$ cat src/rtl/snes_reader.sv
// SNES gamepad poller: latches the pad, shifts in 16 bits, publishes 12 buttons.
// Define SNES_DATA_SYNC_EN to pass snes_data through a two-flop synchronizer.
module snes_reader #(
    parameter int POLL_CYCLES = 416667,
    parameter int HALF_CYCLES = 150
) (
    input  logic        clk_vga,
    input  logic        reset,
    input  logic        snes_data,
    output logic        snes_latch,
    output logic        snes_clk,
    output logic [11:0] buttons,
    output logic        up_out,
    output logic        down_out,
    output logic        left_out,
    output logic        right_out,
    output logic        frame_valid
);

    localparam int PW = $clog2(POLL_CYCLES + 1);
    localparam int HW = $clog2(2 * HALF_CYCLES + 1);
    localparam logic [PW-1:0] P_LAST = PW'(POLL_CYCLES - 1);
    localparam logic [HW-1:0] H_LAST = HW'(HALF_CYCLES - 1);
    localparam logic [HW-1:0] L_LAST = HW'(2 * HALF_CYCLES - 1);

    typedef enum logic [2:0] {
        IDLE,
        LATCH,
        GAP,
        CLK_LO,
        CLK_HI,
        DONE
    } state_e;

    state_e      state_q, state_d;
    logic [PW-1:0] poll_q, poll_d;
    logic [HW-1:0] cnt_q, cnt_d;
    logic [3:0]  idx_q, idx_d;
    logic [15:0] shift_q, shift_d;
    logic [11:0] buttons_q, buttons_d;
    logic        latch_q, latch_d;
    logic        sclk_q, sclk_d;
    logic        fv_q, fv_d;
    logic        data_s;
    logic        unused_bits;

`ifdef SNES_DATA_SYNC_EN
    logic [1:0] sync_q;

    always_ff @(posedge clk_vga or negedge reset) begin
        if (!reset) begin
            sync_q <= 2'b11;
        end else begin
            sync_q <= {sync_q[0], snes_data};
        end
    end

    assign data_s = sync_q[1];
`else
    assign data_s = snes_data;
`endif

    always_ff @(posedge clk_vga or negedge reset) begin
        if (!reset) begin
            state_q   <= IDLE;
            poll_q    <= '0;
            cnt_q     <= '0;
            idx_q     <= '0;
            shift_q   <= 16'hFFFF;
            buttons_q <= '0;
            latch_q   <= 1'b0;
            sclk_q    <= 1'b1;
            fv_q      <= 1'b0;
        end else begin
            state_q   <= state_d;
            poll_q    <= poll_d;
            cnt_q     <= cnt_d;
            idx_q     <= idx_d;
            shift_q   <= shift_d;
            buttons_q <= buttons_d;
            latch_q   <= latch_d;
            sclk_q    <= sclk_d;
            fv_q      <= fv_d;
        end
    end

    always_comb begin
        state_d   = state_q;
        poll_d    = (poll_q == P_LAST) ? '0 : poll_q + 1'b1;
        cnt_d     = cnt_q + 1'b1;
        idx_d     = idx_q;
        shift_d   = shift_q;
        buttons_d = buttons_q;
        unique case (state_q)
            IDLE: begin
                cnt_d = '0;
                if (poll_q == '0) state_d = LATCH;
            end
            LATCH: begin
                if (cnt_q == L_LAST) begin
                    cnt_d   = '0;
                    state_d = GAP;
                end
            end
            GAP: begin
                if (cnt_q == H_LAST) begin
                    cnt_d      = '0;
                    shift_d[0] = data_s;
                    state_d    = CLK_LO;
                end
            end
            CLK_LO: begin
                if (cnt_q == H_LAST) begin
                    cnt_d   = '0;
                    state_d = CLK_HI;
                end
            end
            CLK_HI: begin
                if (cnt_q == H_LAST) begin
                    cnt_d = '0;
                    if (idx_q != 4'd15) begin
                        shift_d[idx_q + 4'd1] = data_s;
                        idx_d   = idx_q + 4'd1;
                        state_d = CLK_LO;
                    end else begin
                        // Publish together with the DONE strobe
                        buttons_d = ~shift_q[11:0];
                        state_d   = DONE;
                    end
                end
            end
            DONE: begin
                cnt_d   = '0;
                idx_d   = '0;
                state_d = IDLE;
            end
            default: begin
                cnt_d   = '0;
                idx_d   = '0;
                state_d = IDLE;
            end
        endcase
        latch_d = (state_d == LATCH);
        sclk_d  = (state_d != CLK_LO);
        fv_d    = (state_d == DONE);
    end

    assign unused_bits = ^shift_q[15:12];

    assign snes_latch  = latch_q;
    assign snes_clk    = sclk_q;
    assign frame_valid = fv_q;
    assign buttons     = buttons_q;
    assign up_out      = buttons_q[4];
    assign down_out    = buttons_q[5];
    assign left_out    = buttons_q[6];
    assign right_out   = buttons_q[7];

endmodule

$ cat config.mk
export PLATFORM = sky130hd
export DESIGN_NAME = snes_reader
export DESIGN_NICKNAME = d
export VERILOG_FILES = /design/src/rtl/snes_reader.sv
export SDC_FILE = /design/constraint.sdc
export NUM_CORES = 1
export LEC_CHECK = 0
export ABC_AREA = 1
export BUFFER_PORTS_ARGS = -buffer_cell sky130_fd_sc_hd__buf_2
export CORE_ASPECT_RATIO = 0.8
export CORE_MARGIN = 5
export CORE_UTILIZATION = 50
export DETAILED_ROUTE_END_ITERATION = 10
export HOLD_SLACK_MARGIN = 0.1
export PLACE_DENSITY = 0.65
export SETUP_SLACK_MARGIN = 0.02
export SYNTH_ARGS = -nofsm -noshare
export SYNTH_HDL_FRONTEND = slang
export SYNTH_SLANG_ARGS = --single-unit
$ cat constraint.sdc
create_clock -name clk_vga -period 3.8 [get_ports clk_vga]
set_input_delay 0.57 -clock clk_vga [delete_from_list [all_inputs] [get_ports clk_vga]]
set_output_delay 0.57 -clock clk_vga [all_outputs]
set_load 0.02 [all_outputs]
==> flow_summary.ini <==
[sta]
min_period_over_period_pct = 46.3
final_max_tran_viols = 0
finalSetupViolCount = 0
maxClockFrequency_ghz = 0.568
finalHoldViolations = 0
skew_ns = 0.00518
max-slew-margin-rel_pct = 62.3
rsz0062_at_grt = no
worstMarginPinSlew_ns = 0.566
shortest_period_the_worst_path_allows_ns = 1.76
timing.setup.tns_ns = 0

[finish]
most-common-layout-cells = nand2_1, nor2_1, dfrtp_1
layout_commonest_cell = nand2_1
area_delta_synth_final_pct = 9.39
num-nets-final = 438
layout-drive-gt1-share_pct = 20.2
layout.area.seq_um2 = 1570
multi_input_comb_area_um2 = 1490
post-route-util_pct = 56.5
n_antenna_cell = 0
filler_cell_count = 598

[critical_path]
worst_setup_path_start_kind = flip-flop
critPathMaxStageDelay_ns = 0.48
crit_path_max_delay_family = simple AND/OR/NAND/NOR gates
crit_slowest_cell = dfrtp_1
critPathArrivalTime_ns = 2.01
crit_buf_inv = 0
path_class = flip-flop to flip-flop
critPathMostFrequentCell = nand3_1
worst_ep_required_time_ns = 4.05
worst-r2r-cell-count = 7
ff_to_ff_setup_slack_ns = 2.04
r2r-end = shift_q[10]
critical_path.max_fanout = 14
r2r-start = idx_q[0]
critical_path.endpoint_type = flip-flop
worstPathCellList = ha_1 -> nand3_1 -> nand3_2 -> nor2_4 -> nand3_1 -> nand2_1 -> o21ai_1

[global_route]
wire_length_of_the_first_global_routing_pass_um = 11900
grt_util_all_layers_pct = 17.6
number_of_global_route_vias_before_repair = 2508
antenna_found_initial = 0
global_route.overflow_total = 0
maximum_number_of_pins_on_one_net_before_global_route_repair = 40

[clock_network]
clkSinkCount = 62
clock_tree_root_buffer_cell = clkbuf_8
cts-htree-levels = 3
cts_inserted_buffers = 9
clkTransAtPathRegs_ns = 0.07
cts.hold.buffers_added = 0
clk_path_buf_depth = 2
clk_latency_ns = 0.33
post-cts-setup-buffers = 0
post_cts_resized = 0
cts_tree = yes

[floorplanning]
die_x_um = 101
placement_rows = 26
die_h_um = 83.0
core_area_um2 = 6440
floorplan.initialDensity_pct = 51.7
dieArea_um2 = 8400
floorplan.io_pins = 22

[yosys]
yosys_top_cell_by_area = dfrtp_1
seq_area_frac_synth_pct = 47.1
synth-seq-cells = 62
post_synth.cell_area_avg_um2 = 8.30
postSynthCellCount = 401
synth_warnings = 0
synth_cell_type_count = 29
post_synth_main_area_contributors = dfrtp_1, dfstp_2, nand2_1
top_cell_type_s_share_of_synthesized_area_pct = 36.8
synthesis.nets = 414
combined_area_of_all_synthesized_cells_um2 = 3330

[power_and_ir_drop]
power_density_nw_per_um2 = 324
total_power_mw = 1.18
worst_ir_drop_vdd_mv = 0.186
leakage_nw = 1.88

[drt]
wl_per_cell_um = 13.1
drt_first_pass_iters = 4
wirelength_um = 6740
drt.antenna.violating_nets = 0
via_count = 2571
detail_route.drc_violations = 0
vias_per_cell = 5.00
drt_iter0_drc = 175

[placement]
gp_congestion = 0.900
detailed_place_hpwl_um = 4940
numPortBuffers = 21

[worst_hold_path]
hp-class = primary input to asynchronous set/reset pin

[run_status]
status = complete, no violations

[job]
max_cap_violations = 0
-- metrics by stage --
stage	std cells	worst slack, ns	hold slack (ns)	instance area [um^2]
final	514	2.04	0.225	3640
after global routing	514	1.82	0.266	3640
after CTS	514	2.03	0.240	3640
after detailed placement	498	2.04	0.467	3470
after global placement	498	2.10	0.463	3470
after floorplan	401	2.31	0.274	3330
-- where the power goes --
group	total (mW)	switching, mW	leakage, nW	internal (mW)
registers	0.661	0	0.787	0.661
clock network	0.501	0.249	0.0861	0.251
logic	0.0169	0.0153	1.00	0.00157
-- registers in the layout (all words and copies together) (netlist names) --
| register | count |
|---|---|
| poll_q | 19 |
| buttons | 12 |
| shift_q | 12 |
| cnt_q | 9 |
| idx_q | 4 |
| state_q | 3 |
| frame_valid | 1 |
| snes_clk | 1 |
| snes_latch | 1 |
-- worst max-delay path by stage --
stage	start	endpoint	slack, ns	cells after the start
6_report	idx_q[0]	shift_q[10]	2.04	7
5_1_grt	idx_q[0]	shift_q[10]	1.82	7
4_1_cts	cnt_q[1]	buttons[0]	2.03	9
3_5_place_dp	cnt_q[1]	buttons[3]	2.04	9
3_3_place_gp	idx_q[0]	shift_q[10]	2.10	7
2_1_floorplan	idx_q[0]	shift_q[2]	2.31	7
-- cell usage after synthesis --
cell,number
a21oi_1,5
inv_2,6
nand2_4,1
nand4_4,1
nor3_1,11
nand3b_1,1
o21ai_0,5
nand3_1,36
xnor2_2,1
clkbuf_1,1
dfstp_2,13
nor2_4,7
buf_2,1
o21ai_1,14
buf_4,4
nand4_1,10
nand2_2,4
buf_6,3
nor4_1,3
nand2_1,85
xor2_1,10
dfrtp_1,49
o21ai_2,13
nor2_1,53
a31oi_1,1
ha_1,10
inv_1,48
nor2_2,3
nand3_2,2
-- kinds of logic after synthesis --
kind of cell	count (synthesis)	synth area share, %
AND/OR/NAND/NOR	217	30.6
buffers and inverters	63	8.27
flip-flops	62	47.1
AO/OA/AOI/OAI	38	7.22
XOR/XNOR	11	3.12
adder cells (fa/ha/maj)	10	3.76
-- worst register-to-register path, stage by stage, from the launching register on --
cell and delay [ns]:
dfrtp_1 0.48, ha_1 0.33, nand3_1 0.13, nand3_2 0.11, nor2_4 0.27, nand3_1 0.19, nand2_1 0.10, o21ai_1 0.06
-- cell type report --
cell class | instances | area share (%)
clock inverter | 4 | 0.618
multi-input combinational | 276 | 40.8
tap | 84 | 2.89
inverter | 54 | 5.57
sequential | 62 | 43.0
clock buffer | 12 | 3.98
timing repair buffer | 22 | 3.09
-- routing by layer --
| layer | share of wire [%] | up-vias | GRT usage (%) |
|---|---|---|---|
| li1 | - | 1327 | - |
| met1 | 50 | 1174 | 25.7 |
| met2 | 42 | 61 | 25.4 |
| met4 | 1.1 | 0 | 5.07 |
| met5 | 0 | - | 0 |
| met3 | 6.3 | 9 | 4.86 |
Power figures use the tool's default switching activity.
